`src/rtl/byte_to_burst_pkg.sv`:
```
// Shared DDR definitions: burst size encoding, read FSM states, beat math.
package byte_to_burst_pkg;

  typedef enum logic [1:0] {
    BURST_1B = 2'd0,
    BURST_2B = 2'd1,
    BURST_4B = 2'd2,
    BURST_8B = 2'd3
  } burst_size_t;

  typedef enum logic {
    RD_IDLE    = 1'b0,
    RD_COLLECT = 1'b1
  } rd_state_t;

  localparam int MAX_BURST_NUM = 15;

  // Number of DDR beats (rise+fall pairs) that make up one word.
  function automatic logic [2:0] beats_for_size(burst_size_t sz);
    case (sz)
      BURST_4B: return 3'd2;
      BURST_8B: return 3'd4;
      default:  return 3'd1;
    endcase
  endfunction

endpackage

```
`src/rtl/byte_to_burst_if.sv`:
```
// Read-path bus between DQ capture, the read FSM and the pool read side.
interface byte_to_burst_if;
  logic        start;
  logic [1:0]  burst_size;
  logic [3:0]  burst_num;
  logic        dqs_valid;
  logic [7:0]  dq_rise;
  logic [7:0]  dq_fall;
  logic [63:0] pool_rdata;
  logic        rdata_valid;
  logic        busy;
  logic        done;
  logic        timeout_err;

  modport master (
    output start, burst_size, burst_num, dqs_valid, dq_rise, dq_fall,
    input  pool_rdata, rdata_valid, busy, done, timeout_err
  );

  modport slave (
    input  start, burst_size, burst_num, dqs_valid, dq_rise, dq_fall,
    output pool_rdata, rdata_valid, busy, done, timeout_err
  );
endinterface

```
`src/rtl/byte_to_burst_rx_word_assembler.sv`:
```
// Beat-indexed byte-lane register. word_o is the stored lanes merged with
// the beat currently presented, so the caller can capture a complete word
// on the same edge that samples the final beat.
module rx_word_assembler
  import byte_to_burst_pkg::*;
(
  input  logic        clk,
  input  logic        rst,
  input  logic        clr,
  input  logic        beat_en,
  input  logic        beat_last,
  input  logic [1:0]  beat_idx,
  input  burst_size_t size,
  input  logic [7:0]  dq_rise,
  input  logic [7:0]  dq_fall,
  output logic [63:0] word_o
);

  logic [63:0] lanes_q, lanes_d;
  logic [63:0] merged;
  logic [5:0]  lo_bit;

  // Drop the current beat's bytes into lanes 2k / 2k+1; single-byte words
  // ignore the falling-edge byte.
  always_comb begin
    lo_bit = {beat_idx, 4'b0000};
    merged = lanes_q;
    merged[lo_bit +: 8]        = dq_rise;
    merged[lo_bit + 6'd8 +: 8] = (size == BURST_1B) ? 8'h00 : dq_fall;
  end

  assign word_o = merged;

  // Lanes restart from zero after each completed word so upper bytes read 0.
  always_comb begin
    lanes_d = lanes_q;
    if (clr || (beat_en && beat_last)) lanes_d = '0;
    else if (beat_en)                  lanes_d = merged;
  end

  // Lane storage register.
  always_ff @(posedge clk) begin
    if (rst) lanes_q <= '0;
    else     lanes_q <= lanes_d;
  end

endmodule

```
`src/rtl/byte_to_burst.sv`:
```
// byte_to_burst: reassembles DDR read beats into 64-bit pool words.
// Optional idle-strobe abort is built when BYTE_TO_BURST_TIMEOUT_EN is defined.
module byte_to_burst
  import byte_to_burst_pkg::*;
#(
  parameter int TIMEOUT_CYCLES = 16
) (
  input logic             clk,
  input logic             rst,
  byte_to_burst_if.slave  bus
);

  rd_state_t   state_q, state_d;
  burst_size_t size_q, size_d;
  logic [3:0]  num_q, num_d;
  logic [1:0]  beat_cnt_q, beat_cnt_d;
  logic [3:0]  word_cnt_q, word_cnt_d;
  logic [63:0] pool_rdata_q, pool_rdata_d;
  logic        rdata_valid_q, rdata_valid_d;
  logic        done_q, done_d;
  logic        asm_clr, beat_en, beat_last;
  logic [63:0] asm_word;
`ifdef BYTE_TO_BURST_TIMEOUT_EN
  localparam int IW = $clog2(TIMEOUT_CYCLES + 1);
  logic [IW-1:0] idle_cnt_q, idle_cnt_d;
  logic          tmo_q, tmo_d;
`endif

  rx_word_assembler u_asm (
    .clk       (clk),
    .rst       (rst),
    .clr       (asm_clr),
    .beat_en   (beat_en),
    .beat_last (beat_last),
    .beat_idx  (beat_cnt_q),
    .size      (size_q),
    .dq_rise   (bus.dq_rise),
    .dq_fall   (bus.dq_fall),
    .word_o    (asm_word)
  );

  // Read FSM: latch transaction on start, consume beats, emit words.
  always_comb begin
    state_d       = state_q;
    size_d        = size_q;
    num_d         = num_q;
    beat_cnt_d    = beat_cnt_q;
    word_cnt_d    = word_cnt_q;
    pool_rdata_d  = pool_rdata_q;
    rdata_valid_d = 1'b0;
    done_d        = 1'b0;
    asm_clr       = 1'b0;
    beat_en       = 1'b0;
    beat_last     = 1'b0;
`ifdef BYTE_TO_BURST_TIMEOUT_EN
    idle_cnt_d    = idle_cnt_q;
    tmo_d         = 1'b0;
`endif
    case (state_q)
      RD_IDLE: begin
        if (bus.start) begin
          size_d     = burst_size_t'(bus.burst_size);
          num_d      = (bus.burst_num == 4'd0) ? 4'd1 : bus.burst_num;
          beat_cnt_d = '0;
          word_cnt_d = '0;
          asm_clr    = 1'b1;
          state_d    = RD_COLLECT;
`ifdef BYTE_TO_BURST_TIMEOUT_EN
          idle_cnt_d = '0;
`endif
        end
      end
      RD_COLLECT: begin
        if (bus.dqs_valid) begin
          beat_en = 1'b1;
`ifdef BYTE_TO_BURST_TIMEOUT_EN
          idle_cnt_d = '0;
`endif
          if ({1'b0, beat_cnt_q} == beats_for_size(size_q) - 3'd1) begin
            beat_last     = 1'b1;
            pool_rdata_d  = asm_word;
            rdata_valid_d = 1'b1;
            beat_cnt_d    = '0;
            word_cnt_d    = word_cnt_q + 4'd1;
            if (word_cnt_q == num_q - 4'd1) begin
              done_d  = 1'b1;
              state_d = RD_IDLE;
            end
          end else begin
            beat_cnt_d = beat_cnt_q + 2'd1;
          end
        end
`ifdef BYTE_TO_BURST_TIMEOUT_EN
        else if (idle_cnt_q == IW'(TIMEOUT_CYCLES - 1)) begin
          tmo_d   = 1'b1;
          asm_clr = 1'b1;
          state_d = RD_IDLE;
        end else begin
          idle_cnt_d = idle_cnt_q + 1'b1;
        end
`endif
      end
      default: state_d = RD_IDLE;
    endcase
  end

  // State and output registers.
  always_ff @(posedge clk) begin
    if (rst) begin
      state_q       <= RD_IDLE;
      size_q        <= BURST_1B;
      num_q         <= 4'd1;
      beat_cnt_q    <= '0;
      word_cnt_q    <= '0;
      pool_rdata_q  <= '0;
      rdata_valid_q <= 1'b0;
      done_q        <= 1'b0;
    end else begin
      state_q       <= state_d;
      size_q        <= size_d;
      num_q         <= num_d;
      beat_cnt_q    <= beat_cnt_d;
      word_cnt_q    <= word_cnt_d;
      pool_rdata_q  <= pool_rdata_d;
      rdata_valid_q <= rdata_valid_d;
      done_q        <= done_d;
    end
  end

`ifdef BYTE_TO_BURST_TIMEOUT_EN
  // Idle-strobe counter and abort pulse.
  always_ff @(posedge clk) begin
    if (rst) begin
      idle_cnt_q <= '0;
      tmo_q      <= 1'b0;
    end else begin
      idle_cnt_q <= idle_cnt_d;
      tmo_q      <= tmo_d;
    end
  end
  assign bus.timeout_err = tmo_q;
`else
  assign bus.timeout_err = 1'b0;
`endif

  assign bus.pool_rdata  = pool_rdata_q;
  assign bus.rdata_valid = rdata_valid_q;
  assign bus.done        = done_q;
  assign bus.busy        = (state_q == RD_COLLECT);

endmodule

```
`src/flat_wrapper.sv`:
```
// flat-port wrapper written by rule: the top's interface ports become plain ports
module byte_to_burst_flat import byte_to_burst_pkg::*;
#(
  parameter int TIMEOUT_CYCLES = 16
)
  (clk, rst, bus_start, bus_burst_size, bus_burst_num, bus_dqs_valid, bus_dq_rise, bus_dq_fall, bus_pool_rdata, bus_rdata_valid, bus_busy, bus_done, bus_timeout_err);
  byte_to_burst_if bus_i ();
  input logic clk;
  input logic rst;
  input wire logic [$bits(bus_i.start)-1:0] bus_start;
  input wire logic [$bits(bus_i.burst_size)-1:0] bus_burst_size;
  input wire logic [$bits(bus_i.burst_num)-1:0] bus_burst_num;
  input wire logic [$bits(bus_i.dqs_valid)-1:0] bus_dqs_valid;
  input wire logic [$bits(bus_i.dq_rise)-1:0] bus_dq_rise;
  input wire logic [$bits(bus_i.dq_fall)-1:0] bus_dq_fall;
  output wire logic [$bits(bus_i.pool_rdata)-1:0] bus_pool_rdata;
  output wire logic [$bits(bus_i.rdata_valid)-1:0] bus_rdata_valid;
  output wire logic [$bits(bus_i.busy)-1:0] bus_busy;
  output wire logic [$bits(bus_i.done)-1:0] bus_done;
  output wire logic [$bits(bus_i.timeout_err)-1:0] bus_timeout_err;
  assign bus_i.start = bus_start;
  assign bus_i.burst_size = bus_burst_size;
  assign bus_i.burst_num = bus_burst_num;
  assign bus_i.dqs_valid = bus_dqs_valid;
  assign bus_i.dq_rise = bus_dq_rise;
  assign bus_i.dq_fall = bus_dq_fall;
  assign bus_pool_rdata = bus_i.pool_rdata;
  assign bus_rdata_valid = bus_i.rdata_valid;
  assign bus_busy = bus_i.busy;
  assign bus_done = bus_i.done;
  assign bus_timeout_err = bus_i.timeout_err;
  byte_to_burst #(.TIMEOUT_CYCLES(TIMEOUT_CYCLES)) u_core (.clk(clk), .rst(rst), .bus(bus_i));
endmodule
```
`config.mk`:
```
export PLATFORM = sky130hd
export DESIGN_NAME = byte_to_burst_flat
export DESIGN_NICKNAME = d
export VERILOG_FILES = /design/src/rtl/byte_to_burst_pkg.sv /design/src/rtl/byte_to_burst_if.sv /design/src/rtl/byte_to_burst_rx_word_assembler.sv /design/src/rtl/byte_to_burst.sv /design/src/flat_wrapper.sv
export SDC_FILE = /design/constraint.sdc
export NUM_CORES = 1
export LEC_CHECK = 0
export ABC_AREA = 1
export BUFFER_PORTS_ARGS = -buffer_cell sky130_fd_sc_hd__buf_2
export CAP_MARGIN = 20
export CORE_MARGIN = 3
export CORE_UTILIZATION = 31
export CTS_BUF_LIST = sky130_fd_sc_hd__clkbuf_8
export DETAILED_ROUTE_END_ITERATION = 6
export GPL_ROUTABILITY_DRIVEN = 1
export PLACE_DENSITY = 0.57
export REMOVE_ABC_BUFFERS = 1
export SLEW_MARGIN = 20
export SYNTH_ARGS = -nofsm -noshare
export SYNTH_HDL_FRONTEND = slang
export SYNTH_SLANG_ARGS = --single-unit
```
`constraint.sdc`:
```
create_clock -name clk -period 3.4 [get_ports clk]
set_input_delay 1.02 -clock clk [delete_from_list [all_inputs] [get_ports clk]]
set_output_delay 1.02 -clock clk [all_outputs]
set_load 0.01 [all_outputs]
```
Word level (Yosys, flattened, before mapping)

Cells that the tools add are included.

Register bits: 143
Latch bits: 0
Memory bits (writable): 0
ROM bits: 0
Input bits: 26
Output and inout bits: 68
Word-level logic and storage cells: 67
Memories: 0

$add $sub $neg: 7
Multipliers: 0
Divide/modulo/power cells: 0
$lt $le $gt $ge: 0
Equality and inequality tests: 7
Shift-type cells: 4
Multiplexer cells: 27
Bitwise operators: 3
Reduce and logical (&&, ||, !) cells: 10

Operator list:

| kind                                                 | count |
|---|---|
| bitwise mux 64 bit                                   | 2 |
| variable shift 8 x 8 -> 64 bit, first input constant | 2 |
| variable part select 8 x 8 -> 64 bit                 | 2 |
| two-way mux 4 bit                                    | 4 |
| negation 6 -> 8 bit                                  | 2 |
| two-way mux 1 bit                                    | 11 |
| two-way mux 8 bit                                    | 1 |
| case mux 4 bit (2 select lines)                      | 1 |
| adder 6 x 4 -> 6 bit, second input constant          | 1 |
| two-way mux 2 bit                                    | 3 |
| two-way mux 3 bit                                    | 2 |
| != test 2 bit, second input constant                 | 3 |
| case mux 3 bit (2 select lines)                      | 1 |
| AND reduction 3 bit                                  | 2 |
| adder 4 x 1 -> 4 bit, second input constant          | 1 |
| equality test 2 bit, second input constant           | 2 |
| equality test 4 bit                                  | 1 |
| logical NOT 4 bit                                    | 1 |
| case mux 2 bit (2 select lines)                      | 1 |
| AND reduction 2 bit                                  | 2 |
| OR reduction 4 bit                                   | 1 |
| subtractor 4 x 1 -> 4 bit, second input constant     | 1 |
| equality test 2 x 3 -> 1 bit                         | 1 |
| NOT 1 bit                                            | 3 |
| 7 further kinds                                      | 7 |

Logic depth before layout (Yosys ltp)

Gate-level depths: netlist of run 1.

Depth after elaboration: 12
Depth in mapped cells: 12

Cells and area by module

From an unflattened synthesis of run 1, not the netlist that was laid out.

Cells, all modules: 1,062
Area total of the unflattened synthesis: 6,797.8 µm²

Modules (own cells, without submodules):

| module            | instances | cells an instance | area each (µm²) | seq. area each (µm²) |
|---|---|---|---|---|
| rx_word_assembler | 1         | 669               | 3,824.9         | 1,281.2 |
| byte_to_burst     | 1         | 393               | 2,972.9         | 1,581.5 |

Worst setup path after synthesis of run 1

OpenSTA, ideal clock, no wires.

Path kind: input to register
Start: input port rst
End: register u_core.u_asm.lanes_q[38]
Arrival: 1.959 ns
Required time: 3.283 ns
Slack: 1.324 ns
Stages: 6
Buffers on the path: 3
Path through: clkbuf_1 clkinv_1 nand3_1 buf_2 buf_2 nor2_1

Word-level cells in the longest chain between the ends: 1

RTL lines:

| what                         | RTL line                              | text |
|---|---|---|
| start: declaration           | flat_wrapper.sv:9                     | `input logic rst;` |
| OR reduction 2 bit (no line) | --                                    |  |
| end signal: assignment       | byte_to_burst_rx_word_assembler.sv:44 | `else lanes_q <= lanes_d;` |
| end: declaration             | byte_to_burst_rx_word_assembler.sv:19 | `logic [63:0] lanes_q, lanes_d;` |

No other way between the ends.
A chain may end at the register's enable or synchronous reset.

Final worst setup path of run 1

Start: register u_core.beat_cnt_q[0]
End: register u_core.u_asm.lanes_q[25]

Word-level cells in the longest chain between the ends: 7
Elaborated cells between the ends (all ways): 16

RTL lines:

| what                                                        | RTL line             | text |
|---|---|---|
| start: declaration                                          | byte_to_burst.sv:16  | `logic [1:0] beat_cnt_q, beat_cnt_d;` |
| start signal: assignment                                    | byte_to_burst.sv:122 | `beat_cnt_q <= beat_cnt_d;` |
| branches (longest 7 deep; another with negation 6 -> 8 bit) | --                   |  |

Several ways; the timed one is not identified.

==> results of run 1 <==
registers in the layout, indices dropped and copies added, names as in the netlist:
signal and cells:
u_core.bus.busy 1, u_core.bus.pool_rdata 64, u_core.bus.rdata_valid 1, u_core.word_cnt_q 4
u_core.bus.done 1, u_core.size_q 2, u_core.beat_cnt_q 2, u_core.u_asm.lanes_q 64
u_core.num_q 4
final cells by class:
type,count,area [sq um]
Inverter,60,225
Sequential cell,143,2860
Tap cell,265,332
Clock inverter,12,191
Timing Repair Buffer,106,591
Clock buffer,19,262
Multi-Input combinational cell,645,2880
Fill cell,2118,12200
layout by cell type, fill, tap and decap left out:
cell	n
sky130_fd_sc_hd__nor2_1	72
sky130_fd_sc_hd__buf_12	2
sky130_fd_sc_hd__nand2_1	325
sky130_fd_sc_hd__clkinvlp_4	3
sky130_fd_sc_hd__inv_1	56
sky130_fd_sc_hd__xor2_1	4
sky130_fd_sc_hd__o211ai_1	1
sky130_fd_sc_hd__clkinv_1	1
sky130_fd_sc_hd__nand4_4	1
sky130_fd_sc_hd__dfxtp_1	143
sky130_fd_sc_hd__nand3_2	2
sky130_fd_sc_hd__nand2_2	1
sky130_fd_sc_hd__clkbuf_8	19
sky130_fd_sc_hd__a21oi_1	101
sky130_fd_sc_hd__o21ai_0	7
sky130_fd_sc_hd__bufinv_16	5
sky130_fd_sc_hd__inv_2	4
sky130_fd_sc_hd__buf_4	12
sky130_fd_sc_hd__ha_1	7
sky130_fd_sc_hd__nand4_1	9
sky130_fd_sc_hd__o31ai_1	1
sky130_fd_sc_hd__nor2_2	2
sky130_fd_sc_hd__nand3_1	86
sky130_fd_sc_hd__conb_1	1
sky130_fd_sc_hd__xnor2_1	1
sky130_fd_sc_hd__o22ai_1	24
sky130_fd_sc_hd__buf_2	92
sky130_fd_sc_hd__clkinv_2	3
cells by family after synthesis:
group / share of synthesized area
AND/OR/NAND/NOR: 0.326
AO/OA/AOI/OAI: 0.113
flip-flops: 0.460
other: 0.000603
XOR/XNOR: 0.00704
buffers and inverters: 0.0785
adder cells (fa/ha/maj): 0.0141
metal layers:
layer	GRT usage	vias up	wire, um
met5	0	-	0
met3	0.0365	20	786
met4	0.0503	0	237
li1	-	3030	-
met2	0.241	129	7720
met1	0.217	2699	8350
power by group through the flow:
stage / combinational, mW / clock [mW] / sequential, mW
final: 0.294 / 1.55 / 1.71
after global routing: 0.328 / 1.65 / 1.71
after CTS: 0.297 / 1.59 / 1.71
after detailed placement: 0.296 / 0 / 1.75
after global placement: 0.297 / 0 / 1.75
after floorplan: 0.161 / 0 / 1.75
worst register-to-register path: cells and delay by family (launching register included):
family | cells | cell delay, ns
adder cells (fa/ha/maj) | 1 | 0.51
AND/OR/NAND/NOR | 4 | 0.87
buffers and inverters | 1 | 0.22
flip-flops | 1 | 0.61
AO/OA/AOI/OAI | 1 | 0.14
final timing paths:
kind / startpoint / cells after the start / slack, ns / end
setup / recovery: u_core.beat_cnt_q[0]$_SDFFE_PP0P_ / 7 / 0.99 / u_core.u_asm.lanes_q[25]$_SDFFE_PP0P_
hold / removal: u_core.bus.pool_rdata[13]$_SDFFE_PP0P_ / 2 / 0.46 / u_core.bus.pool_rdata[13]$_SDFFE_PP0P_
setup reg to reg: u_core.beat_cnt_q[0]$_SDFFE_PP0P_ / 7 / 0.99 / u_core.u_asm.lanes_q[25]$_SDFFE_PP0P_
hold reg to reg: u_core.bus.pool_rdata[13]$_SDFFE_PP0P_ / 2 / 0.46 / u_core.bus.pool_rdata[13]$_SDFFE_PP0P_
==> metrics.md, run 1 <==
| Metric | Value |
|---|---|
| Outcome | `complete, no violations` |
| Average cell area after synthesis | `6.87 sq um` |
| GRT Total Usage | `0.156` |
| Layout overhead on the synthesized area | `18.0%` |
| Switching power of the nets | `0.876 mW` |
| Number of buffers on the longest clock path | `2` |
| Chain of cells forming the critical path | `ha_1, inv_2, nor2_1, nand3_1, nand2_1, nand2_1, a21oi_1` |
| Minimum setup slack in the final design | `0.990 ns` |
| Core occupancy in the finished layout | `0.375` |
| PwrDens | `483 mW/mm^2` |
| Fin Setup TNS | `0 ns` |
| Max-cap viol count | `0` |
| Finished Layout Cells | `1250` |
| Minimum hold slack | `0.463 ns` |
| Via count of the first global-routing pass | `5320` |
| Arrival time reported for the critical path endpoint | `2.79 ns` |
| Worst-case vdd ir drop | `0.252 mV` |
| Setup-failing EPs final | `0` |
| Postcts setup bufs | `0` |
| Total power after layout | `3.55 mW` |
| Switching share of total power | `0.247` |
| Share of power burned in registers | `0.482` |
| Leading cell types by count after synthesis | `sky130_fd_sc_hd__nand2_1 (325), sky130_fd_sc_hd__dfxtp_1 (143), sky130_fd_sc_hd__a21oi_1 (101)` |
| Later-pin clock latency in the skew report | `0.45 ns` |
| Distinct cell type count after synthesis | `24` |
| Largest cells by area after synthesis | `sky130_fd_sc_hd__dfxtp_1 (46%), sky130_fd_sc_hd__nand2_1 (20%), sky130_fd_sc_hd__a21oi_1 (8.1%), sky130_fd_sc_hd__nand3_1 (7.0%), sky130_fd_sc_hd__nor2_1 (4.5%)` |
| CTS tree | `yes` |
| Worst hold path class | `reg -> reg` |
| Worst path required time | `3.78 ns` |
| Path type of the worst setup path | `reg -> reg` |
| Part of the power in the clock network | `0.436` |
| Crit-path slowest cell | `sky130_fd_sc_hd__dfxtp_1` |
| Clock Skews | `0.0113 ns` |
| Antenna violations before repair | `0` |
| Main flop type after synthesis | `sky130_fd_sc_hd__dfxtp_1` |
| Fraction of the yosys area taken by sequential cells | `0.460` |
| Crit path launch type | `flip-flop` |
| Post-detail-place hpwl | `11.3 mm` |
| Minimum setup slack after placement | `0.770 ns` |
| First drt pass iteration count | `6` |
| Combinational share of power | `0.083` |
| Crit path max-delay family | `simple AND/OR/NAND/NOR gates` |
| Starting Density | `0.317` |
| Placeable core region | `0.0196 sq mm` |
| Number of buffers created by CTS | `17` |
| Number of placed instances, taps included | `1219` |
| Final global-route overflow total | `0` |
| Cell type with the highest occurrence count on the critical path | `sky130_fd_sc_hd__nand2_1` |
| Total buffers and inverters traversed by the critical path | `1` |
| Reg clk slew, reported paths | `0.08 ns` |
| Final Hold Violating Endpoints | `0` |
| Number of synthesis warnings | `0` |
| Root buf cell | `sky130_fd_sc_hd__clkbuf_8` |
| Slowest stage delay, CP | `0.61 ns` |
| Number of antenna-violating nets in the routed design | `0` |
| Slew Viols, Final | `0` |
| Number of sinks on the clock net | `143` |
| Die span in y | `148 um` |
| Transition time at the pin with the least slew margin | `0.628 ns` |
| Fraction of post-synthesis cell area in the top cell type by area | `0.460` |
| Peak clock frequency supported by timing | `415 MHz` |
| Count of state elements after synthesis | `143` |
| Instance area at placement | `0.00689 sq mm` |
| Tcrit/Tclk final | `0.709` |
| Maximum number of pins on one net before global-route repair | `66` |
| Count of input and output buffers | `92` |
| Internal power | `2.67 mW` |
| Post-route DRC violation count | `0` |
| Cell area after technology mapping | `0.00622 sq mm` |
| Final non-filler cell area | `0.00734 sq mm` |
| Ant. Diodes | `0` |
| Quantity of hold-fixing buffers added after cts | `0` |
| Final net count | `1006` |
| Wire length of the first global-routing pass | `27.7 mm` |
| Async SR Flop Fraction | `0` |
| Count of H-tree levels built during CTS | `4` |
| Final RePlAce weighted congestion | `0.762` |
| Fraction of layout instances using a drive strength above 1 | `0.148` |
| Most frequent cell after synthesis | `sky130_fd_sc_hd__nand2_1` |
| Crit-path max FO | `12` |
| Leakage power figure | `3.21 nW` |
| Number of vias per cell after detailed routing | `4.70` |
| Synthesized netlist cell count | `905` |
| Relative slew slack | `0.580` |
| Number of flops mapped to enable cells by yosys | `0` |
| Final critical-path required period | `2.41 ns` |
| Unrepaired setup endpoints after global routing | `false` |
| Row Count | `51` |
| Die Footprint | `0.0218 sq mm` |
| Total via count in the routed design | `5878` |
| Post-detailed-routing wire length | `17.1 mm` |
| Post-synth top area cell | `sky130_fd_sc_hd__dfxtp_1` |
| Avg WL per Cell | `13.7 um` |
| Cts repair resizes | `0` |
| Number of design-rule violations left by the first detailed-router iteration | `405` |
| Type of destination of the critical path | `flip-flop` |
| Number of I/O pins | `94` |
| Overall die width | `148 um` |
No activity file was read; power rests on OpenSTA's default activity.
==> inputs of run 2 (changes only) <==
--- a/config.mk
+++ b/config.mk
@@ -5,7 +5,7 @@
 export SDC_FILE = /design/constraint.sdc
 export NUM_CORES = 1
 export LEC_CHECK = 0
-export ABC_AREA = 1
+export ABC_AREA = 0
 export BUFFER_PORTS_ARGS = -buffer_cell sky130_fd_sc_hd__buf_2
 export CAP_MARGIN = 20
 export CORE_MARGIN = 3
@@ -13,7 +13,7 @@
 export CTS_BUF_LIST = sky130_fd_sc_hd__clkbuf_8
 export DETAILED_ROUTE_END_ITERATION = 6
 export GPL_ROUTABILITY_DRIVEN = 1
-export PLACE_DENSITY = 0.57
+export PLACE_DENSITY = 0.59
 export REMOVE_ABC_BUFFERS = 1
 export SLEW_MARGIN = 20
 export SYNTH_ARGS = -nofsm -noshare
==> constraint.sdc (replaced) <==
create_clock -name clk -period 1.9 [get_ports clk]
set_input_delay 0.57 -clock clk [delete_from_list [all_inputs] [get_ports clk]]
set_output_delay 0.57 -clock clk [all_outputs]
set_load 0.01 [all_outputs]
==> run 2 against run 1 <==
Net effect: first-iteration DRC count shrank 5.4%; die area fell by 3.8%; final area is 2.5% higher; clock skew about the same; critical endpoint is now u_core.bus.pool_rdata[56]$_SDFFE_PP0P_.
==> metrics.md, run 2 <==
| Metric | Value |
|---|---|
| Ant. Diodes | `0` |
| R2R Path Start | `u_core.beat_cnt_q[0]$_SDFFE_PP0P_` |
| Number of design-rule violations left by the first detailed-router iteration | `383` |
| Leading cell types by count after synthesis | `sky130_fd_sc_hd__dfxtp_1 (143), sky130_fd_sc_hd__nor2_1 (135), sky130_fd_sc_hd__nor3_1 (42)` |
| Slowest stage delay, CP | `0.37 ns` |
| Footprint of the multi-input gates | `0.00286 sq mm` |
| Number of sinks on the clock net | `143` |
| Placeable core region | `0.0188 sq mm` |
| Cell area after technology mapping | `0.00597 sq mm` |
| Worst path required time | `2.23 ns` |
| Setup-failing EPs final | `0` |
| Type of destination of the critical path | `flip-flop` |
| Minimum setup slack after placement | `-0.126 ns` |
| Row Count | `50` |
| Total via count in the routed design | `5229` |
| Async SR Flop Fraction | `0` |
| Arrival time reported for the critical path endpoint | `2.17 ns` |
| Peak clock frequency supported by timing | `544 MHz` |
| CTS tree | `yes` |
| Startpoint of the worst setup timing path | `u_core.beat_cnt_q[0]$_SDFFE_PP0P_` |
| Post-route DRC violation count | `0` |
| Quantity of hold-fixing buffers added after cts | `0` |
| Count of input and output buffers | `92` |
| First drt pass iteration count | `6` |
| Wire length of the first global-routing pass | `25.3 mm` |
| Most frequent cell after synthesis | `sky130_fd_sc_hd__dfxtp_1` |
| Die span in y | `145 um` |
| Fraction of the yosys area taken by sequential cells | `0.479` |
| Avg WL per Cell | `16.0 um` |
| Path type of the worst setup path | `reg -> reg` |
| Fraction of layout instances using a drive strength above 1 | `0.291` |
| Number of buffers created by CTS | `17` |
| Final Hold Violating Endpoints | `0` |
| Main flop type after synthesis | `sky130_fd_sc_hd__dfxtp_1` |
| Later-pin clock latency in the skew report | `0.46 ns` |
| Post-detailed-routing wire length | `16.6 mm` |
| Starting Density | `0.317` |
| Overall die width | `145 um` |
| Number of I/O pins | `94` |
| Fraction of post-synthesis cell area in the top cell type by area | `0.479` |
| Most common library cell in the layout ignoring fill and taps | `sky130_fd_sc_hd__dfxtp_1` |
| Post-detail-place hpwl | `10.0 mm` |
| Crit-path max FO | `8` |
| Total area of sequential cells | `0.00287 sq mm` |
| Final RePlAce weighted congestion | `0.742` |
| Root buf cell | `sky130_fd_sc_hd__clkbuf_8` |
| Final global-route overflow total | `0` |
| Cell type with the highest occurrence count on the critical path | `sky130_fd_sc_hd__buf_4` |
| Tcrit/Tclk final | `0.968` |
| Outcome | `complete, no violations` |
| Count of H-tree levels built during CTS | `4` |
| Chain of cells forming the critical path | `buf_4, buf_4, ha_1, and3_1, buf_4, a221oi_1, nor3_1` |
| Slew Viols, Final | `0` |
| Distinct cell type count after synthesis | `34` |
| Post-synth top area cell | `sky130_fd_sc_hd__dfxtp_1` |
| Reg clk slew, reported paths | `0.09 ns` |
| Final net count | `797` |
| Crit-path slowest cell | `sky130_fd_sc_hd__dfxtp_4` |
| Number of antenna-violating nets in the routed design | `0` |
| PwrDens | `883 mW/mm^2` |
| Die Footprint | `0.0210 sq mm` |
| Worst hold path class | `in -> reg` |
| Crit path launch type | `flip-flop` |
| Relative slew slack | `0.643` |
| Number of flops mapped to enable cells by yosys | `0` |
| Transition time at the pin with the least slew margin | `0.533 ns` |
| Via count of the first global-routing pass | `4752` |
| Average cell area after synthesis | `8.97 sq um` |
| Final critical-path required period | `1.84 ns` |
| Layout overhead on the synthesized area | `26.0%` |
| Number of filler cells placed in the layout | `1873` |
| Largest cells by area after synthesis | `sky130_fd_sc_hd__dfxtp_1 (48%), sky130_fd_sc_hd__nor2_1 (8.5%), sky130_fd_sc_hd__a211oi_2 (5.9%), sky130_fd_sc_hd__a221oi_1 (4.7%), sky130_fd_sc_hd__a211oi_1 (4.7%)` |
| Synthesized netlist cell count | `666` |
| Minimum setup slack in the final design | `0.0613 ns` |
| Top library cells by usage in the layout, fill and taps aside | `sky130_fd_sc_hd__dfxtp_1 (140), sky130_fd_sc_hd__nor2_1 (135), sky130_fd_sc_hd__buf_2 (92), sky130_fd_sc_hd__buf_4 (43), sky130_fd_sc_hd__nor2b_1 (41)` |
| Maximum number of pins on one net before global-route repair | `79` |
| Finished Layout Cells | `1037` |
| Antenna violations before repair | `0` |
| Unrepaired setup endpoints after global routing | `true` |
| Number of synthesis warnings | `0` |
| GRT Total Usage | `0.153` |
| Hold path start | `bus_burst_size[0]` |
| Leakage power figure | `2.85 nW` |
| Max-cap viol count | `0` |
| Worst-case vdd ir drop | `0.388 mV` |
| Number of buffers on the longest clock path | `2` |
| Number of placed instances, taps included | `998` |
| Number of vias per cell after detailed routing | `5.04` |
| Clock Skews | `0.0111 ns` |
| Count of state elements after synthesis | `143` |
-- run 2: cell types whose count changed after synthesis, sizes merged, moves of 51 or more --
cell,change
nand2,-312
a21oi,-94
nand3,-81
a211oi,+65
nor2,+61
inv,-51
-- run 2: logic make-up (layout without fill, tap and decap cells) --
logic type	Yosys count	after routing	synth area share
and+or+nand+nor	258	259	0.201
DFF	143	143	0.479
buffers and inverters	76	186	0.0549
adders and majority gates	7	7	0.0147
xor gates and xnor gates	6	6	0.00880
other	1	1	0.000628
AOI/OAI and AO/OA	175	175	0.240
-- run 2: cell type report --
cell class / instances / share of cell area
Sequential cell: 143 / 0.382
Multi-Input combinational cell: 448 / 0.381
Timing Repair Buffer: 146 / 0.135
Tap cell: 260 / 0.0432
Clock buffer: 17 / 0.0311
Clock inverter: 15 / 0.0236
Inverter: 8 / 0.00399
-- run 2: layer usage --
layer  track usage  share of wire  vias to the layer above
li1              -              -                     2599
met5             0              0                        -
met3        0.0352          0.047                       13
met1         0.211           0.47                     2501
met2         0.241           0.47                      116
met4        0.0452          0.013                        0
-- run 2: critical path, delay by kind of cell, from the launching register on --
family                     cells  cell delay (ns)
and+or+nand+nor                2             0.29
buffers and inverters          3             0.46
AOI/OAI and AO/OA              1             0.34
adders and majority gates      1             0.24
DFF                            1             0.37
-- run 2: through the flow --
step | util | total power, mW | hold slack (ns) | area (sq um) | setup TNS, ns
floorplan | - | 3.75 | 0.443 | 5670 | -475.31
global placement | 0.366 | 4.10 | 0.463 | 6890 | -6.37
detailed placement | 0.366 | 4.11 | 0.467 | 6890 | -6.98
CTS | 0.393 | 6.68 | 0.317 | 7400 | 0
global route | 0.399 | 6.93 | 0.343 | 7520 | -0.0664
finish | 0.399 | 6.64 | 0.345 | 7520 | 0
-- run 2: timing repair --
item,4_1_cts,5_1_grt
gates resized for setup,14,12
pin swaps,1,2
setup endpoints to repair,133,99
setup buffers,0,3
gates cloned,2,3
-- run 2: path summary, 6_finish.rpt --
path              cells past startpoint  slack [ns]                                     end
setup / recovery                      7        0.06  u_core.bus.pool_rdata[56]$_SDFFE_PP0P_
hold / removal                        3        0.35           u_core.size_q[0]$_SDFFE_PP0P_
setup reg to reg                      7        0.06  u_core.bus.pool_rdata[56]$_SDFFE_PP0P_
hold reg to reg                       2        0.48            u_core.num_q[3]$_SDFFE_PP0P_
-- run 2: report_power, final --
part,switching [mW],total (mW),internal (mW)
combinational,0.536,0.904,0.367
clock,1.33,2.54,1.21
sequential,0.0685,3.20,3.13
total,1.93,6.64,4.71
